--- config.mk ---
export PLATFORM = sky130hd
export DESIGN_NAME = lc3_memaccess_ctrl
export DESIGN_NICKNAME = d
export VERILOG_FILES = /design/src/rtl/lc3_memaccess_ctrl.sv
export SDC_FILE = /design/constraint.sdc
export NUM_CORES = 1
export LEC_CHECK = 0
export ABC_AREA = 1
export CAP_MARGIN = 20
export CORE_AREA = 2 2 106 108
export CTS_CLUSTER_DIAMETER = 200
export DETAILED_ROUTE_END_ITERATION = 16
export DIE_AREA = 0 0 108 110
export DONT_BUFFER_PORTS = 1
export GPL_TIMING_DRIVEN = 0
export PLACE_DENSITY = 0.44
export RECOVER_POWER = 50
export SLEW_MARGIN = 15
export SYNTH_ARGS = -nofsm -noshare
export SYNTH_HDL_FRONTEND = slang
export SYNTH_SLANG_ARGS = --single-unit
--- constraint.sdc ---
create_clock -name clock -period 2.3 [get_ports clock]
set_clock_uncertainty 0.1 [all_clocks]
set_input_delay 0.23 -clock clock [delete_from_list [all_inputs] [get_ports clock]]
set_output_delay 0.23 -clock clock [all_outputs]
set_load 0.01 [all_outputs]
--- src/rtl/lc3_memaccess_ctrl.sv ---
// LC3 MemAccess sequencer: drives a single-port data memory for LD/ST/LDI/STI.
// Optional sticky request-stability checker on err, enabled by LC3_MEMACC_ERR_CHECK_EN.
module lc3_memaccess_ctrl (
  input  logic        clock,
  input  logic        reset,
  input  logic        req_valid,
  output logic        req_ready,
  input  logic [1:0]  req_mode,
  input  logic [15:0] req_addr,
  input  logic [15:0] req_data,
  output logic        dmem_en,
  output logic        dmem_rd,
  output logic [15:0] dmem_addr,
  output logic [15:0] dmem_din,
  input  logic [15:0] dmem_dout,
  output logic [15:0] memout,
  output logic        rsp_valid,
  output logic        busy,
  output logic        err
);

  typedef enum logic [2:0] {IDLE, PTR_RD, PTR_CAP, DATA, RD_CAP} state_t;

  state_t      state, state_n;
  logic        store_q, store_n;
  logic [15:0] data_q, data_n;
  logic        ready_n, en_n, rd_n, rsp_n;
  logic [15:0] addr_n, din_n, memout_n;

  always_ff @(posedge clock or negedge reset) begin
    if (!reset) begin
      state     <= IDLE;
      store_q   <= 1'b0;
      data_q    <= 16'h0000;
      req_ready <= 1'b1;
      dmem_en   <= 1'b0;
      dmem_rd   <= 1'b0;
      dmem_addr <= 16'h0000;
      dmem_din  <= 16'h0000;
      memout    <= 16'h0000;
      rsp_valid <= 1'b0;
      busy      <= 1'b0;
    end else begin
      state     <= state_n;
      store_q   <= store_n;
      data_q    <= data_n;
      req_ready <= ready_n;
      dmem_en   <= en_n;
      dmem_rd   <= rd_n;
      dmem_addr <= addr_n;
      dmem_din  <= din_n;
      memout    <= memout_n;
      rsp_valid <= rsp_n;
      busy      <= (state_n != IDLE);
    end
  end

  // Outputs are computed for the state being entered so they appear registered with it.
  always_comb begin
    state_n  = state;
    store_n  = store_q;
    data_n   = data_q;
    ready_n  = 1'b0;
    en_n     = 1'b0;
    rd_n     = 1'b0;
    addr_n   = dmem_addr;
    din_n    = dmem_din;
    memout_n = memout;
    rsp_n    = 1'b0;

    case (state)
      IDLE: begin
        ready_n = 1'b1;
        if (req_valid) begin
          ready_n = 1'b0;
          store_n = req_mode[0];
          data_n  = req_data;
          en_n    = 1'b1;
          addr_n  = req_addr;
          if (req_mode[1]) begin
            state_n = PTR_RD;
            rd_n    = 1'b1;
          end else begin
            state_n = DATA;
            rd_n    = ~req_mode[0];
            if (req_mode[0]) din_n = req_data;
          end
        end
      end
      PTR_RD: begin
        state_n = PTR_CAP;
      end
      // The pointer word is used verbatim as the data address.
      PTR_CAP: begin
        state_n = DATA;
        en_n    = 1'b1;
        rd_n    = ~store_q;
        addr_n  = dmem_dout;
        if (store_q) din_n = data_q;
      end
      DATA: begin
        if (store_q) begin
          state_n = IDLE;
          rsp_n   = 1'b1;
          ready_n = 1'b1;
        end else begin
          state_n = RD_CAP;
        end
      end
      RD_CAP: begin
        state_n  = IDLE;
        memout_n = dmem_dout;
        rsp_n    = 1'b1;
        ready_n  = 1'b1;
      end
      default: begin
        state_n = IDLE;
        ready_n = 1'b1;
      end
    endcase
  end

`ifdef LC3_MEMACC_ERR_CHECK_EN
  logic [1:0]  prev_mode;
  logic [15:0] prev_addr;
  logic        err_q;

  // Flags a stalled requester that changes its request before it is accepted.
  always_ff @(posedge clock or negedge reset) begin
    if (!reset) begin
      prev_mode <= 2'b00;
      prev_addr <= 16'h0000;
      err_q     <= 1'b0;
    end else begin
      prev_mode <= req_mode;
      prev_addr <= req_addr;
      if (req_valid && busy && ((req_mode != prev_mode) || (req_addr != prev_addr)))
        err_q <= 1'b1;
    end
  end

  assign err = err_q;
`else
  assign err = 1'b0;
`endif

endmodule

==> metrics.cfg, run 1 <==
[global_routing]
use_met3_pct=5.29
grt_pass1_vias=2766
track_usage_pct=15.5
gr-total-overflow=0
gr-usage-met1_pct=18.8
grt.busiest_layer=met2
antenna_found_initial=0
grt_max_degree=74
grt_pass1_wl_um=13900
use_met2_pct=25.3

[synthesis]
post_synth_instance_area_um2=3170
yosysUniqueCellTypes=24
yosysSeqAreaShare_pct=57.7
synth_seq_cells=73
synth_warnings=0
synth_nets=422
avgSynthCellArea_um2=8.59
synthCells=369

[pwr]
clkPwrFrac_pct=15.0
power_mw=5.83
p_int_mw=3.36
ir_drop_uv=655
p_leak_nw=2.04
seqPwrFrac_pct=43.5
power_density_nw_per_um2=1420
p_comb_share_pct=41.5
switching_share_pct=42.4
p_switching_mw=2.47

[timing]
hold_viol_final=0
setup_viol=0
tns_ns=0
period_minus_slack_ns=2.15
post-route-period-util_pct=93.7
fmax_mhz=464
rsz0062_at_grt=no
slew_viol_final=0
worst-slew-pin-transition_ns=1.04
max_slew_margin_pct=30.6

[flow_run]
maxCapViolCount=0

[worst_setup_path]
worst_ep_arrival_time_ns=2.33
worstReg2RegStart=state[1]
cp-start-kind=flip-flop
crit_start=state[1]
required_ns=2.47
setup.worst_path.end_class=flip-flop
critPathKind=reg -> reg
worstPathMaxFanout=10

[floorplan]
fp.dieH_um=110
die_w_um=108
io_pins=107
rows=38
die_area_um2=11900
initial_utilization_pct=29.6
core-area_um2=10700

[final_layout]
layout_common_cells=nand2_1 (162), dfrtp_1 (72), dlygate4sd3_1 (60), inv_1 (30), nand3_1 (25)
nNetsFinal=494
instances_no_fill=585
diodes=0
area_growth_pct=29.9
drive_gt1_share_pct=10.6
mostFrequentLayoutCell=nand2_1

[detailed_routing]
detail-route-antenna-nets=0
initialDrtViolationCount=164
vias=2623
wire_per_inst_um=15.1
dr.pass1.iters=4
finalWirelength_um=8850
route.detailed.drc=0
avgViaCountPerCell=4.48

[placed_design]
dp_cells=509
routabilityCongestion=0.718
port_buffers=0
dpl.hpwl_um=5790

[clock_network]
htreeDepth=3
clk_pin_slew_worst_paths_ns=0.08
clock-root-buffer=clkbuf_8
clkSinkCount=73
cts_tree=built
clockBufferDepth=2
numCtsBuffers=9
clk_latency_ns=0.34
post_cts_buffers=0

[worst_hold_path]
hp-class=in -> reg
worstHoldStart=req_data[4]

[run_status]
outcome=finished, final reports clean

## cell type report
cell class                      count  area [µm²]
Timing Repair Buffer               61         608
Inverter                           32         120
Fill cell                        1085        6580
Clock inverter                      4        20.0
Multi-Input combinational cell    245        1100
Clock buffer                       11         141
Sequential cell                    73        1830
Tap cell                          140         175
Buffer                             19         125
## cell families after synthesis
group / after synthesis / share of synthesized area [%]
DFF: 73 / 57.7
buffers and inverters: 51 / 7.66
other: 1 / 0.118
AOI/OAI and AO/OA: 45 / 7.74
and+or+nand+nor: 199 / 26.8
## synth_stat cells
cell,n,area [µm²]
nand2_1,162,608
dfrtp_1,72,1800
inv_1,30,113
nand3_1,25,125
o21ai_0,22,110
o21ai_1,16,80.1
buf_2,11,55.1
buf_4,4,30.0
o211ai_1,4,30.0
buf_6,3,33.8
nor2_4,3,33.8
inv_2,2,7.51
nand3_4,2,35.0
nor2_1,2,7.51
o21ai_2,2,17.5
a211oi_1,1,7.51
clkbuf_1,1,3.75
conb_1,1,3.75
dfstp_2,1,26.3
nand2_2,1,6.26
nand2_4,1,11.3
nand3_2,1,10.0
nor2_2,1,6.26
nor3_1,1,5.00
## power by group through the flow
stage                     clock [mW]  sequential (mW)  combinational, mW
after floorplan                    0             2.44               1.60
after global placement             0             2.57               2.02
after detailed placement           0             2.57               2.08
after CTS                      0.921             2.56               2.47
after global routing           0.964             2.63               2.80
final                          0.873             2.54               2.42
## flip-flops by register name (all words and copies together) (netlist names)
| signal | flops |
|---|---|
| store_q | 1 |
| data_q | 16 |
| dmem_din | 16 |
| dmem_rd | 1 |
| req_ready | 1 |
| memout | 16 |
| dmem_en | 1 |
| busy | 1 |
| rsp_valid | 1 |
| state | 3 |
| dmem_addr | 16 |
## critical path, stage by stage (launching register included)
cell           delay, ns
dfrtp_1             0.36
buf_4               0.18
o21ai_2             0.47
buf_4               0.28
nand2_1             0.06
nand3_1             0.08
dlygate4sd3_1       0.56
## path summary, 6_finish.rpt
check                      slack (ns)      endpoint  depth (start not counted)
max                              0.15  dmem_addr[2]                          6
min                              0.02   dmem_din[4]                          4
max reg2reg                      0.15  dmem_addr[2]                          6
min reg2reg                      0.39      state[2]                          1
max in group asynchronous        0.87    data_q[15]                          2
min in group asynchronous        0.51   dmem_din[0]                          2
## per-stage QoR
stage / hold slack (ns) / area (µm²) / worst slack (ns) / util [%]
after floorplan: -0.166 / 3170 / 0.931 / -
after global placement: -0.164 / 3340 / 0.696 / 31.3
after detailed placement: -0.164 / 3340 / 0.678 / 31.3
after CTS: 0.000803 / 4130 / 0.142 / 38.6
after global routing: 0.0272 / 4120 / 0.0249 / 38.5
final: 0.0227 / 4120 / 0.145 / 38.5
## per-layer routing
layer / part of all wire (%) / vias to the layer above
li1: - / 1295
met1: 43 / 1227
met2: 47 / 89
met3: 8.1 / 12
met4: 1.5 / 0
met5: 0 / -
## timing repair
action | CTS | global route
hold buffers | 61 | 0
setup endpoints to repair | 0 | 1
endpoints found under the hold margin | 129 | 0
resized for setup | 0 | 1
No activity file was read; power rests on OpenSTA's default activity.
==> run 2: changes to the inputs <==
--- a/config.mk
+++ b/config.mk
@@ -5,12 +5,11 @@
 export SDC_FILE = /design/constraint.sdc
 export NUM_CORES = 1
 export LEC_CHECK = 0
-export ABC_AREA = 1
 export CAP_MARGIN = 20
-export CORE_AREA = 2 2 106 108
+export CORE_AREA = 2 2 103 105
 export CTS_CLUSTER_DIAMETER = 200
 export DETAILED_ROUTE_END_ITERATION = 16
-export DIE_AREA = 0 0 108 110
+export DIE_AREA = 0 0 105 107
 export DONT_BUFFER_PORTS = 1
 export GPL_TIMING_DRIVEN = 0
 export PLACE_DENSITY = 0.44
==> metrics.cfg, run 2 <==
[final_layout]
drive_gt1_share_pct=17.4
final_core_util_pct=38.7
diodes=0
nNetsFinal=376
area_growth_pct=30.5
fill_cells=1020
mostFrequentLayoutCell=dfrtp_1
layout_common_cells=dfrtp_1 (72), nand2_1 (52), dlygate4sd3_1 (51), inv_1 (19), nand2b_1 (18)
final_area_um2=3910

[timing]
period_minus_slack_ns=2.08
worst-slew-pin-transition_ns=1.02
setup_viol=0
hold_viol_final=0
post-route-period-util_pct=90.2
max_slew_margin_pct=32.1
fmax_mhz=482
hold_ws_ns=0.0390
rsz0062_at_grt=no
tns_ns=0
slew_viol_final=0

[global_routing]
antenna_found_initial=0
gr-total-overflow=0
grt_pass1_wl_um=12900
grt_max_degree=74
track_usage_pct=14.9
grt_pass1_vias=2421

[worst_setup_path]
critical_path.max_stage_delay_ns=0.61
worstPathMaxFanout=10
crit_start=state[2]
worst_ep_arrival_time_ns=2.21
cp-start-kind=flip-flop
crit_path_cell_trace=buf_2 > nor3b_2 > buf_4 > mux2_2
crit_path_top_delay_cell=nor3b_2
setup.worst_path.end_class=flip-flop
required_ns=2.43
critPathTopFamily=simple AND/OR/NAND/NOR gates
rrSetupSlack_ns=0.22
reg2reg_depth=4
worstReg2RegStart=state[2]
timing.rr.end=memout[10]
path_buf_inv=2
critPathKind=reg -> reg

[worst_hold_path]
worstHoldStart=req_valid
worstHoldEndpoint=state[1]
worstHoldPathCells=2
hp-class=in -> reg

[placed_design]
dpl.hpwl_um=4930
routabilityCongestion=0.688
port_buffers=0
dpl_cell_area_um2=3170

[synthesis]
synth_top_area_cell=dfrtp_1
synthTopCellsByArea=dfrtp_1 (60%), nand2_1 (6.5%), mux2_2 (6.0%), a22oi_1 (4.0%), nand2b_1 (3.8%)
yosysUniqueCellTypes=27
post_synth_instance_area_um2=3000
synthCells=258
yosysSeqAreaShare_pct=61.0
synth_warnings=0
yosysMostFrequentCell=dfrtp_1
async_flop_share_pct=100
synth_seq_cells=73
synth_top_area_share_pct=60.2
synth_edf_count=0
ys.flop_type=dfrtp_1
synthTopCellsByCount=dfrtp_1 (72), nand2_1 (52), inv_1 (19), nand2b_1 (18)
synth_nets=311
avgSynthCellArea_um2=11.6

[floorplan]
rows=37
core-area_um2=10100
initial_utilization_pct=29.7
die_area_um2=11200
die_w_um=105
fp.dieH_um=107
io_pins=107

[detailed_routing]
finalWirelength_um=7820
wire_per_inst_um=16.9
initialDrtViolationCount=106
detail-route-antenna-nets=0
avgViaCountPerCell=4.65
vias=2159
route.detailed.drc=0
dr.pass1.iters=4

[flow_run]
maxCapViolCount=0

[clock_network]
clockBufferDepth=2
cts_tree=built
htreeDepth=3
clk_latency_ns=0.34
numCtsBuffers=9
clk_pin_slew_worst_paths_ns=0.07
clkSinkCount=73
clock-root-buffer=clkbuf_8

[pwr]
power_density_nw_per_um2=1330
ir_drop_uv=457
p_leak_nw=1.74

[run_status]
outcome=finished, final reports clean

-- run 2: changes by cell type after synthesis, sizes merged, moves of 2 or more --
cell / change
nor2: -5
nand2b: +18
a22oi: +16
o211ai: -4
o21ai: -24
clkbuf: +3
mux2: +16
inv: -13
o221a: +16
nand2: -111
a21o: +2
buf: -7
nor3b: +2
nand3: -28
-- run 2: logic make-up after synthesis --
| kind of cell | synth area share [%] |
|---|---|
| AOI/OAI and AO/OA | 14.2 |
| buffers and inverters | 5.05 |
| DFF | 61.0 |
| muxes | 6.01 |
| other | 0.125 |
| and+or+nand+nor | 13.5 |
-- run 2: routing by layer --
| metal | GRT usage [%] | wire length [µm] |
|---|---|---|
| met1 | 17.9 | 3300 |
| met2 | 24.5 | 3760 |
| met3 | 5.23 | 646 |
| met4 | 6.29 | 118 |
| met5 | 0 | 0 |
-- run 2: metrics by stage --
stage | power [mW] | setup WS [ns] | cells
floorplan | 3.64 | 0.558 | 258
global placement | 4.06 | 0.0830 | 394
detailed placement | 4.11 | 0.0858 | 394
CTS | 5.25 | 0.0732 | 462
global route | 5.63 | 0.0434 | 464
finish | 5.20 | 0.225 | 464
-- run 2: where the power goes --
part           switching [mW]  internal (mW)  total [mW]  leakage, nW
registers               0.627           1.93        2.56        0.881
clock network           0.470          0.529       0.999       0.0974
logic                   0.845          0.800        1.65        0.757
-- run 2: final cells by class --
type                    count  area [µm²]  share of cell area, %
plain buffers              15        81.3                   2.08
clock buffers              13         149                   3.81
clock inverters             3        40.0                   1.02
inverters                  19        71.3                   1.83
multi-input cells         151        1020                   26.2
flip-flops and latches     73        1830                   46.8
well taps                 136         170                   4.35
repair buffers             54         546                   14.0
-- run 2: repair_timing --
| action | CTS | global route |
|---|---|---|
| hold endpoints to repair | 139 | 0 |
| endpoints found under the setup margin | 0 | 19 |
| resized for setup | 0 | 3 |
| hold buffers | 52 | 0 |
| setup buffers | 0 | 2 |
-- run 2: worst max path at each step --
stage | endpoint | slack, ns | cells past startpoint
2_1_floorplan | memout[10] | 0.56 | 4
3_3_place_gp | dmem_din[7] | 0.08 | 5
3_5_place_dp | dmem_din[9] | 0.09 | 5
4_1_cts | dmem_din[9] | 0.07 | 5
5_1_grt | memout[8] | 0.04 | 4
6_report | memout[10] | 0.22 | 4
